==> config.mk <==
export PLATFORM = sky130hd
export DESIGN_NAME = fsm_output_capture
export DESIGN_NICKNAME = d
export VERILOG_FILES = /design/src/rtl/fsm_capture_pkg.sv /design/src/rtl/capture_fifo.sv /design/src/rtl/fsm_output_capture.sv
export SDC_FILE = /design/constraint.sdc
export NUM_CORES = 1
export LEC_CHECK = 0
export BUFFER_PORTS_ARGS = -buffer_cell sky130_fd_sc_hd__buf_2
export CAP_MARGIN = 20
export CORE_ASPECT_RATIO = 1.5
export CORE_UTILIZATION = 66
export CTS_BUF_LIST = sky130_fd_sc_hd__clkbuf_8
export DETAILED_ROUTE_END_ITERATION = 7
export GPL_TIMING_DRIVEN = 0
export PLACE_DENSITY = 0.84
export SETUP_SLACK_MARGIN = 0.1
export SLEW_MARGIN = 20
export SYNTH_ARGS = -nofsm -noshare
export SYNTH_HDL_FRONTEND = slang
export SYNTH_SLANG_ARGS = --single-unit
==> constraint.sdc <==
create_clock -name clk -period 6.74 [get_ports clk]
set_clock_uncertainty 0.15 [all_clocks]
set_input_delay 0 -clock clk [delete_from_list [all_inputs] [get_ports clk]]
set_output_delay 0 -clock clk [all_outputs]
set_load 0.02 [all_outputs]
==> src/rtl/fsm_capture_pkg.sv <==
// rtl/fsm_capture_pkg.sv - shared types and helpers for the FSM output capture monitor
package fsm_capture_pkg;

  // Monitor control states; the encoding width is fixed at 8 bits.
  typedef enum logic [7:0] {
    S_INIT = 8'd0,
    S_RUN  = 8'd1,
    S_OVF  = 8'd2
  } state_e;

  localparam logic [7:0] DROP_MAX = 8'd255;

  // Drop counter increment that sticks at DROP_MAX instead of wrapping.
  function automatic logic [7:0] sat_inc(input logic [7:0] v);
    return (v == DROP_MAX) ? DROP_MAX : v + 8'd1;
  endfunction

endpackage

==> src/rtl/capture_fifo.sv <==
// rtl/capture_fifo.sv - registered DEPTH-entry FIFO holding {word,stamp} records
module capture_fifo #(
  parameter int WIDTH = 48,
  parameter int DEPTH = 4,
  localparam int AW = $clog2(DEPTH),
  localparam int LW = AW + 1
) (
  input  logic             clk,
  input  logic             reset,
  input  logic             push,
  input  logic [WIDTH-1:0] push_data,
  input  logic             pop,
  output logic [WIDTH-1:0] head_data,
  output logic             full,
  output logic             empty,
  output logic [LW-1:0]    level
);

  logic [WIDTH-1:0] mem_q [DEPTH];
  logic [AW-1:0]    wr_ptr_q, wr_ptr_d;
  logic [AW-1:0]    rd_ptr_q, rd_ptr_d;
  logic [LW-1:0]    level_q, level_d;
  logic             push_ok;
  logic             pop_ok;

  assign full  = (level_q == LW'(DEPTH));
  assign empty = (level_q == '0);
  assign level = level_q;
  // An empty FIFO presents zeros so the head never shows stale or uninitialised storage.
  assign head_data = empty ? '0 : mem_q[rd_ptr_q];

  // A push into a full FIFO is only legal when the head leaves in the same cycle.
  always_comb begin
    pop_ok   = pop && !empty;
    push_ok  = push && (!full || pop_ok);
    wr_ptr_d = push_ok ? wr_ptr_q + AW'(1) : wr_ptr_q;
    rd_ptr_d = pop_ok ? rd_ptr_q + AW'(1) : rd_ptr_q;
    case ({push_ok, pop_ok})
      2'b10:   level_d = level_q + LW'(1);
      2'b01:   level_d = level_q - LW'(1);
      default: level_d = level_q;
    endcase
  end

  // Pointers and occupancy; pointers wrap naturally since DEPTH is a power of two.
  always_ff @(posedge clk or negedge reset) begin
    if (!reset) begin
      wr_ptr_q <= '0;
      rd_ptr_q <= '0;
      level_q  <= '0;
    end else begin
      wr_ptr_q <= wr_ptr_d;
      rd_ptr_q <= rd_ptr_d;
      level_q  <= level_d;
    end
  end

  // Storage array; contents are don't-care while not covered by level.
  always_ff @(posedge clk) begin
    if (push_ok) mem_q[wr_ptr_q] <= push_data;
  end

endmodule

==> src/rtl/fsm_output_capture.sv <==
// rtl/fsm_output_capture.sv - change monitor that stamps and queues every new output word
module fsm_output_capture #(
  parameter int DATA_W  = 32,
  parameter int STAMP_W = 16,
  parameter int DEPTH   = 4,
  localparam int LW = $clog2(DEPTH) + 1
) (
  input  logic               clk,
  input  logic               reset,
  input  logic [DATA_W-1:0]  in_word,
  input  logic               enable,
  input  logic               clear_ovf,
  output logic               out_valid,
  input  logic               out_ready,
  output logic [DATA_W-1:0]  out_word,
  output logic [STAMP_W-1:0] out_stamp,
  output logic               ovf,
  output logic [7:0]         drop_cnt,
  output logic [LW-1:0]      level
);
  import fsm_capture_pkg::*;

  state_e             state_q, state_d;
  logic [STAMP_W-1:0] stamp_q, stamp_d;
  logic [DATA_W-1:0]  last_word_q, last_word_d;
  logic               cap_valid_q, cap_valid_d;
  logic [DATA_W-1:0]  cap_word_q, cap_word_d;
  logic [STAMP_W-1:0] cap_stamp_q, cap_stamp_d;
  logic [7:0]         drop_cnt_q, drop_cnt_d;
  logic               ovf_q, ovf_d;
  logic               fifo_full;
  logic               fifo_empty;
  logic               push;
  logic               pop;
  logic               drop;

  capture_fifo #(
    .WIDTH (DATA_W + STAMP_W),
    .DEPTH (DEPTH)
  ) u_fifo (
    .clk       (clk),
    .reset     (reset),
    .push      (push),
    .push_data ({cap_word_q, cap_stamp_q}),
    .pop       (pop),
    .head_data ({out_word, out_stamp}),
    .full      (fifo_full),
    .empty     (fifo_empty),
    .level     (level)
  );

  assign out_valid = !fifo_empty;
  assign pop       = out_valid && out_ready;
  assign ovf       = ovf_q;
  assign drop_cnt  = drop_cnt_q;

  // Change detection is registered one stage; the stage below decides push versus drop.
  always_comb begin
    stamp_d     = stamp_q + STAMP_W'(1);
    last_word_d = in_word;
    cap_valid_d = (state_q != S_INIT) && enable && (in_word != last_word_q);
    cap_word_d  = in_word;
    cap_stamp_d = stamp_q;
    drop        = cap_valid_q && fifo_full && !pop;
    push        = cap_valid_q && !drop;
  end

  // Stamp counter, baseline tracker and the captured-change stage.
  always_ff @(posedge clk or negedge reset) begin
    if (!reset) begin
      stamp_q     <= '0;
      last_word_q <= '0;
      cap_valid_q <= 1'b0;
      cap_word_q  <= '0;
      cap_stamp_q <= '0;
    end else begin
      stamp_q     <= stamp_d;
      last_word_q <= last_word_d;
      cap_valid_q <= cap_valid_d;
      cap_word_q  <= cap_word_d;
      cap_stamp_q <= cap_stamp_d;
    end
  end

  // Next-state, drop counting and overflow flag; a drop coinciding with clear restarts at 1.
  always_comb begin
    state_d    = state_q;
    drop_cnt_d = drop_cnt_q;
    case (state_q)
      S_INIT: state_d = S_RUN;
      S_RUN: begin
        if (drop) begin
          state_d    = S_OVF;
          drop_cnt_d = sat_inc(drop_cnt_q);
        end
      end
      S_OVF: begin
        if (clear_ovf) begin
          state_d    = drop ? S_OVF : S_RUN;
          drop_cnt_d = drop ? 8'd1 : 8'd0;
        end else if (drop) begin
          drop_cnt_d = sat_inc(drop_cnt_q);
        end
      end
      default: state_d = S_INIT;
    endcase
    ovf_d = (state_d == S_OVF);
  end

  // FSM state register with its registered outputs.
  always_ff @(posedge clk or negedge reset) begin
    if (!reset) begin
      state_q    <= S_INIT;
      drop_cnt_q <= 8'd0;
      ovf_q      <= 1'b0;
    end else begin
      state_q    <= state_d;
      drop_cnt_q <= drop_cnt_d;
      ovf_q      <= ovf_d;
    end
  end

endmodule

### Word-level counts from Yosys, hierarchy flattened

Memory sizes are Yosys's and may differ from the RTL's.
Cells that the tools add are included.

* register bits: 89
* bits in writable memories: 192
* input bits: 37
* output and inout port bits: 61
* logic and storage cells: 56
* memories: 1

* add/subtract/negate cells: 6
* eq/ne operators: 8
* muxes and demuxes: 13
* reductions and logical operators: 18

Memories
* u_fifo.mem_q: words 4, bits a word 48, read ports 1, clocked after memory_dff 0, write ports 1, line capture_fifo.sv:19 `logic [WIDTH-1:0] mem_q [DEPTH];`

Operator list (number)
* 2-to-1 mux 48 bit: 1
* 2-to-1 mux 8 bit: 5
* inequality test 32 bit: 1
* one-hot mux 8 bit (3 select lines): 1
* adder 16 x 1 -> 16 bit (second input constant): 1
* == test 8 x 2 -> 1 bit (second input constant): 2
* one-hot mux 8 bit (2 select lines): 1
* adder 8 x 1 -> 8 bit (second input constant): 1
* == test 8 x 1 -> 1 bit (second input constant): 1
* == test 8 bit (second input constant): 1
* logical AND 1 bit: 8
* zero test 8 bit: 1
* nonzero test 8 bit: 1
* one-hot mux 3 bit (2 select lines): 1
* adder 2 x 1 -> 2 bit (second input constant): 2
* zero test 1 bit: 4
* nonzero test 2 bit: 2
* adder 3 x 1 -> 3 bit (second input constant): 1
* == test 3 bit (second input constant): 1
* zero test 3 bit: 1
* 2-to-1 mux 1 bit: 3
* subtractor 3 x 1 -> 3 bit (second input constant): 1
* == test 2 x 1 -> 1 bit (second input constant): 1
* == test 2 bit (second input constant): 1
* 2 further kinds: 2

### Longest topological paths before layout

Gate-level depths: netlist of run 1.

* depth after elaboration: 10
* mapped depth: 10
* mapped depth without buffers: 9

### Cells and area by module

From an unflattened synthesis of run 1, not the netlist that was laid out.

* cell total of the unflattened synthesis: 594
* area total of the unflattened synthesis: 10882.9 µm²

By module, submodules not included
* capture_fifo: times used 1, cells an instance 359, area an instance 7780.0 µm², sequential area each 5940.7 µm²
* fsm_output_capture: times used 1, cells an instance 235, area an instance 3103.0 µm², sequential area each 2052.0 µm²

### Worst setup path after synthesis of run 1

No wires, ideal clock.

* path type: register to register
* from: register u_fifo.level_q[2] (netlist: u_fifo.level[2])
* to: memory u_fifo.mem_q[0][0], enable pin
* setup time: 0.410 ns
* data arrival time: 2.160 ns
* data required time: 6.180 ns
* slack: 4.020 ns
* stages on the path, launching flop included: 5
* buffers on the path: 1
* period minus slack after synthesis: 2.720 ns
* cells stage by stage: dfrtp_1 -> nor4b_4 -> nor2b_1 -> clkbuf_1 -> and2_1

* longest elaborated chain between the ends: 10
* elaborated cells between the ends (all ways): 15
* classes of those cells: 1 x eq/ne; 2 x mux; 12 x reduce/logical

Ends and longest elaborated chain
* start: declaration: line capture_fifo.sv:22 `logic [LW-1:0] level_q, level_d;`
* start signal: assignment: line capture_fifo.sv:54 `level_q <= level_d;`
* zero test 3 bit: line capture_fifo.sv:27 `assign empty = (level_q == '0);`
* zero test 1 bit: line capture_fifo.sv:34, fsm_output_capture.sv:52
* logical AND 1 bit: line fsm_output_capture.sv:53 `assign pop = out_valid && out_ready;`
* zero test 1 bit: line fsm_output_capture.sv:64 `drop = cap_valid_q && fifo_full && !pop;`
* logical AND 1 bit: line fsm_output_capture.sv:64
* zero test 1 bit: line fsm_output_capture.sv:65 `push = cap_valid_q && !drop;`
* logical AND 1 bit: line fsm_output_capture.sv:65
* logical AND 1 bit (*): line capture_fifo.sv:35 `push_ok = push && (!full || pop_ok);`
* 2-to-1 mux 1 bit (*): line capture_fifo.sv:60 `if (push_ok) mem_q[wr_ptr_q] <= push_data;`
* 2-to-1 mux 1 bit (implied by the code) (*): line capture_fifo.sv:60
* end: declaration: line capture_fifo.sv:19

Mark *: on every way between the ends. The rest lies on a longest branch, timed or not.

### Worst setup path after layout of run 1

* from: register u_fifo.level_q[0] (netlist: u_fifo.level[0])
* to: output port out_word[16]

* longest elaborated chain between the ends: 2

Ends and longest elaborated chain
* zero test 3 bit: line capture_fifo.sv:27
* 2-to-1 mux 48 bit: line capture_fifo.sv:30 `assign head_data = empty ? '0 : mem_q[rd_ptr_q];`
* end: declaration: line fsm_output_capture.sv:15 `output logic [DATA_W-1:0] out_word,`

Every way passes these cells.

==> out/metrics.csv, run 1 <==
stage;metric;value;unit
worst_setup_path;end_kind;primary output;
synth;syn_avg_cell_area;18.8;um^2
sta;tightest_slew;0.705;ns
routing;first_iter_violations;372;
final_layout;area_growth;20.1;%
power;ir_worst_vdd;236;uV
worst_setup_path;crit_path_start_kind;flop;
outcome;status;finished, final reports clean;
routing;drt-met1-wl;8070;um
routing;drtPass1Iterations;6;
die;core_area;0.0158;mm^2
final_layout;multi_input_area;0.00262;mm^2
routing;wl_per_cell;22.1;um
grt;antenna_found_initial;0;
clock_network;clkTransAtPathRegs;0.07;ns
synth;synth_area_leaders;edfxtp_1 (54%), dfrtp_1 (21%), mux4_2 (10%);
grt;grt_use_total;27.7;%
synth;yosysWarnings;0;
die;fp-row-count;56;
sta;setup_viol;0;
sta;slew_viol_final;0;
clock_network;cts_tree;done;
worst_setup_path;critPathKind;reg2out;
synth;yosysTopAreaCell;edfxtp_1;
sta;hold_violations;0;
clock_network;cts_max_path_buffers;3;
synth;ys_types;44;
power;total_power;5.29;mW
sta;finalCritPeriodShare;39.2;%
routing;vias_per_cell;5.87;
clock_network;cts.sinks;281;
grt;grt_pass1_vias;6244;
sta;fin_hold_ws;0.0153;ns
routing;wl_met2;11800;um
synth;yosysTopAreaCellShare;53.9;%
sta;rsz0062_at_grt;false;
clock_network;cts_buffers;39;
die;die_w;106;um
final_layout;nets;802;
sta;postLayoutSetupSlackWorst;4.10;ns
final_layout;drive_gt1_share;28.6;%
final_layout;diodes;0;
grt;grt_pass1_wl;33800;um
sta;slew_headroom;53.0;%
synth;ys_seq_area_share;74.7;%
power;power_leakage;4.88;nW
placed_design;dp_cells;878;
worst_hold_path;min_path_type;in2reg;
grt;grt_max_degree;56;
synth;ys_ff_latch;281;
routing;finalWirelength;21800;um
sta;fin_crit;2.64;ns
worst_setup_path;crit_fanout;10;
synth;syn_area;0.0107;mm^2
synth;yosysMostFrequentCell;edfxtp_1;
synth;ys.flop_type;edfxtp_1;
clock_network;clockRootBuffer;clkbuf_8;
routing;drc;0;
placed_design;io_buffers;97;
placed_design;gp_congestion;0.828;
power;powerDensity;411;mW/mm^2
worst_setup_path;required;6.59;ns
flow_run;cap_viol_max_count;0;
synth;async_flop_share;31.7;%
final_layout;seq_area;0.00799;mm^2
clock_network;htreeDepth;2;
worst_setup_path;arrival;2.49;ns
placed_design;dpl_cell_area;0.0116;mm^2
clock_network;insertion_delay;0.51;ns
grt;grt_overflow;0;
die;initial_core_util;67.9;%
final_layout;final_util;81.6;%
placed_design;dp_hpwl;13200;um
routing;ant_nets;0;
final_layout;finalInstanceArea;0.0129;mm^2
die;die_h;158;um
synth;yosys-top-cells-count;edfxtp_1 (192), dfrtp_1 (89), and2_1 (55);
die;io_pins;98;
synth;synth_edf_count;192;
routing;routed.top_layer;met4;
final_layout;layout.cells.non_filler;990;
routing;wl_met3;1050;um
sta;max_freq;378;MHz
placed_design;place_ws;4.25;ns
routing;num_vias;5816;
sta;finalSetupTns;0;ns
die;die_area;0.0167;mm^2
synth;synthCells;568;
final_layout;num-fill-cells;739;
==> where the power goes <==
| group | internal (mW) | switching [mW] |
|---|---|---|
| clock | 0.781 | 0.605 |
| sequential | 2.14 | 0.0967 |
| combinational | 0.707 | 0.963 |
| total | 3.62 | 1.66 |
==> repair_timing <==
action / 4_1_cts / 5_1_grt
hold endpoints to repair: 130 / 0
setup buffers: 0 / 0
hold buffers: 41 / 0
resized for setup: 0 / 0
==> area by class of cell <==
cell class / instances / area share, %
Buffer: 20 / 0.681
Clock buffer: 43 / 4.60
Clock inverter: 28 / 1.89
Inverter: 9 / 0.263
Multi-Input combinational cell: 263 / 20.4
Sequential cell: 281 / 62.2
Tap cell: 203 / 1.98
Timing Repair Buffer: 143 / 8.05
==> registers in the layout, indices dropped and copies added (netlist names) <==
signal	cells
cap_stamp_q	16
cap_valid_q	1
cap_word_q	32
u_fifo.rd_ptr_q	2
cap_stamp_d	16
u_fifo.wr_ptr_q	2
u_fifo.level	3
state_q	8
drop_cnt	8
u_fifo.mem_q	192
ovf	1
==> final timing paths <==
path,cells after the start,slack (ns),startpoint,to
max in group asynchronous,4,5.74,reset,cap_word_q[0]$_DFF_PN0_
min in group asynchronous,4,0.43,reset,cap_word_q[4]$_DFF_PN0_
max,5,4.10,u_fifo.level[0]$_DFFE_PN0P_,out_word[16]
min reg2reg,0,0.25,cap_stamp_d[15]$_DFF_PN0_,cap_stamp_q[15]$_DFF_PN0_
min,2,0.02,in_word[21],cap_word_q[21]$_DFF_PN0_
max reg2reg,10,4.20,u_fifo.level[0]$_DFFE_PN0P_,u_fifo.level[2]$_DFFE_PN0P_
==> worst max-delay path: stages, from the launching register on <==
cell and delay (ns):
dfrtp_1 0.45, or3_1 0.38, clkbuf_1 0.38, clkbuf_1 0.38, and2_1 0.22, buf_2 0.17
==> layer usage <==
| layer | vias to the layer above | global-route usage, % |
|---|---|---|
| li1 | 2546 | - |
| met1 | 2975 | 34.2 |
| met2 | 237 | 48.7 |
| met3 | 58 | 4.03 |
| met4 | 0 | 13.2 |
| met5 | - | 0 |
==> cell families (layout without fill, tap and decap cells) <==
kind of cell	count (synthesis)	count (layout)	synth area share, %
xor+xnor	53	53	4.34
fa+ha+maj	8	8	1.00
mux	49	49	10.2
simple gates	121	121	6.88
flops	281	281	74.7
buf+inv	29	243	1.13
other cells	1	6	0.0350
compound gates	26	26	1.76
==> layout by cell type, fill, tap and decap left out, drive strengths merged, types with 5 or more instances in the layout <==
cell / Yosys / routed
edfxtp: 192 / 192
buf: 11 / 114
dfrtp: 89 / 89
and2: 55 / 55
clkbuf: 9 / 52
mux4: 48 / 48
xnor2: 43 / 43
dlygate4sd3: 0 / 40
inv: 9 / 22
nand4: 15 / 15
nand2: 13 / 13
nand3: 11 / 11
xor2: 10 / 10
clkinv: 0 / 10
nor2: 9 / 9
ha: 7 / 7
a21oi: 6 / 6
conb: 1 / 6
bufinv: 0 / 5
(Power assumes the default switching activity.)
==> run 2: changes to the inputs <==
CORE_UTILIZATION = 55   (was 66)
PLACE_DENSITY = 0.75   (was 0.84)
clock period = 2.3 ns   (was 6.74 ns; I/O delays follow)
==> out/metrics.csv, run 2 (same netlist as run 1, synthesis figures left out) <==
stage;metric;value;unit
placed_design;dp_hpwl;12600;um
worst_hold_path;min_path_type;in2reg;
worst_setup_path;crit_path_start_kind;flop;
placed_design;place_ws;-0.132;ns
grt;grt_overflow;0;
die;io_pins;98;
sta;fin_hold_ws;0.0233;ns
power;power_leakage;5.27;nW
worst_hold_path;hold_depth;2;
power;pwr-share-comb;41.2;%
die;fp-row-count;62;
worst_setup_path;arrival;2.10;ns
sta;max_freq;445;MHz
clock_network;htreeDepth;2;
routing;drtPass1Iterations;5;
grt;grt_pass1_vias;6176;
power;power.switching;5.31;mW
power;seq_power_share;37.3;%
clock_network;cts.sinks;281;
worst_setup_path;r2r-end;u_fifo.level[2]$_DFFE_PN0P_;
sta;tightest_slew;0.713;ns
final_layout;nets;822;
clock_network;cts_max_path_buffers;3;
sta;finalCritPeriodShare;97.7;%
sta;fin_crit;2.25;ns
worst_hold_path;hold-path-endpoint;cap_word_q[4]$_DFF_PN0_;
power;internal_power;12.2;mW
routing;drc;0;
sta;rsz0062_at_grt;true;
die;core_area;0.0191;mm^2
outcome;status;finished, final reports clean;
power;swShare;30.3;%
final_layout;layout_common_cells;edfxtp_1 (192), dfrtp_1 (87), and2_4 (56);
worst_setup_path;reg2reg_from;u_fifo.level[0]$_DFFE_PN0P_;
grt;antenna_found_initial;0;
worst_setup_path;ff2ff_path_depth;8;
grt;grt_pass1_wl;32700;um
worst_setup_path;crit_fanout;5;
worst_setup_path;critPathKind;reg2out;
final_layout;final_util;71.8;%
sta;slew_headroom;52.5;%
routing;first_iter_violations;424;
final_layout;reg.largest.list;u_fifo.mem_q: 192 flops, cap_word_q: 32 flops;
clock_network;insertion_delay;0.52;ns
clock_network;clkTransAtPathRegs;0.07;ns
final_layout;regMostFlops;u_fifo.mem_q;
power;powerDensity;1280;mW/mm^2
sta;postLayoutSetupSlackWorst;0.0531;ns
routing;wl_per_cell;21.3;um
clock_network;cts_buffers;38;
final_layout;diodes;0;
routing;vias_per_cell;5.54;
clock_network;clockRootBuffer;clkbuf_8;
grt;grt_use_total;21.8;%
final_layout;largest_reg_flops;192;
die;die_area;0.0200;mm^2
routing;finalWirelength;22600;um
grt;grt_max_degree;49;
worst_setup_path;end_kind;primary output;
die;initial_core_util;56.1;%
worst_hold_path;worstHoldStart;in_word[4];
final_layout;num-fill-cells;1126;
flow_run;cap_viol_max_count;0;
sta;hold_violations;0;
clock_network;cts_tree;done;
final_layout;drive_gt1_share;37.9;%
final_layout;area_growth;28.0;%
routing;ant_nets;0;
final_layout;final_common_cell;edfxtp_1;
sta;setup_viol;0;
worst_setup_path;ff2ff_setup_slack;0.10;ns
worst_setup_path;required;2.15;ns
die;die_h;173;um
placed_design;gp_congestion;0.818;
die;die_w;116;um
power;ir_worst_vdd;623;uV
routing;num_vias;5881;
power;p_clk_share;21.5;%
placed_design;io_buffers;97;
sta;slew_viol_final;0;
run 2: cell types whose count changed in the layout (fill, tap and decap cells not counted), sizes merged:
cell and delta:
and2 +4, buf +6, bufinv -2, clkbuf +3
clkinv +1, clkinvlp +1, dlygate4sd3 +6, inv -1
run 2: repair_timing:
| action | 4_1_cts | 5_1_grt |
|---|---|---|
| endpoints found under the setup margin | 51 | 241 |
| pin swaps | 4 | 27 |
| cloned | 0 | 12 |
| hold buffers | 47 | 0 |
| hold endpoints to repair | 131 | 0 |
| buffers inserted | 7 | 1 |
| gates resized for setup | 42 | 157 |
run 2: critical path, stage by stage, from the launching register on:
cell       delay (ns)
dfrtp_2          0.43
clkbuf_16        0.18
buf_12           0.13
mux4_2           0.53
and2_4           0.19
buf_6            0.12
run 2: layout make-up:
| class | instances | area [um^2] | area share, % |
|---|---|---|---|
| clock buffers | 41 | 564 | 4.12 |
| well taps | 256 | 320 | 2.34 |
| plain buffers | 19 | 233 | 1.70 |
| multi-input cells | 267 | 2790 | 20.3 |
| flip-flops and latches | 281 | 8000 | 58.3 |
| repair buffers | 161 | 1580 | 11.5 |
| clock inverters | 27 | 193 | 1.41 |
| inverters | 9 | 33.8 | 0.246 |
run 2: routing by layer:
layer | GRT usage [%] | part of all wire [%] | vias to the layer above
met2 | 37.6 | 55 | 198
met5 | 0 | 0 | -
met4 | 9.13 | 2.7 | 0
li1 | - | - | 2584
met3 | 3.36 | 4.2 | 43
met1 | 27.4 | 38 | 3056
run 2: worst max-delay path by stage:
| stage | from | slack (ns) | endpoint | depth (start not counted) |
|---|---|---|---|---|
| after CTS | u_fifo.rd_ptr_q[0]$_DFFE_PN0P_ | 0.07 | out_stamp[8] | 5 |
| after floorplan | u_fifo.level[0]$_DFFE_PN0P_ | 0.06 | u_fifo.level[2]$_DFFE_PN0P_ | 10 |
| final | u_fifo.rd_ptr_q[0]$_DFFE_PN0P_ | 0.05 | out_stamp[10] | 5 |
| after detailed placement | u_fifo.level[0]$_DFFE_PN0P_ | -0.13 | u_fifo.level[2]$_DFFE_PN0P_ | 10 |
| after global placement | u_fifo.level[2]$_DFFE_PN0P_ | -0.23 | u_fifo.mem_q[0][16]$_DFFE_PP_ | 4 |
| after global routing | u_fifo.rd_ptr_q[0]$_DFFE_PN0P_ | 0.006 | out_stamp[11] | 5 |
run 2: per-stage QoR:
stage          area (um^2)  cells  power (mW)  setup TNS [ns]
2_1_floorplan        10700    573        9.81               0
3_3_place_gp         11500    926        11.3          -41.50
3_5_place_dp         11600    927        11.4          -0.172
4_1_cts              13000   1049        15.5               0
5_1_grt              13700   1061        18.2               0
6_report             13700   1061        17.5               0
run 2: power groups by stage:
stage / Combinational [mW] / Sequential (mW) / Clock, mW
floorplan: 3.25 / 6.56 / 0
global placement: 4.69 / 6.57 / 0
detailed placement: 4.74 / 6.62 / 0
CTS: 5.19 / 6.52 / 3.79
global route: 7.59 / 6.59 / 4.02
finish: 7.22 / 6.53 / 3.76
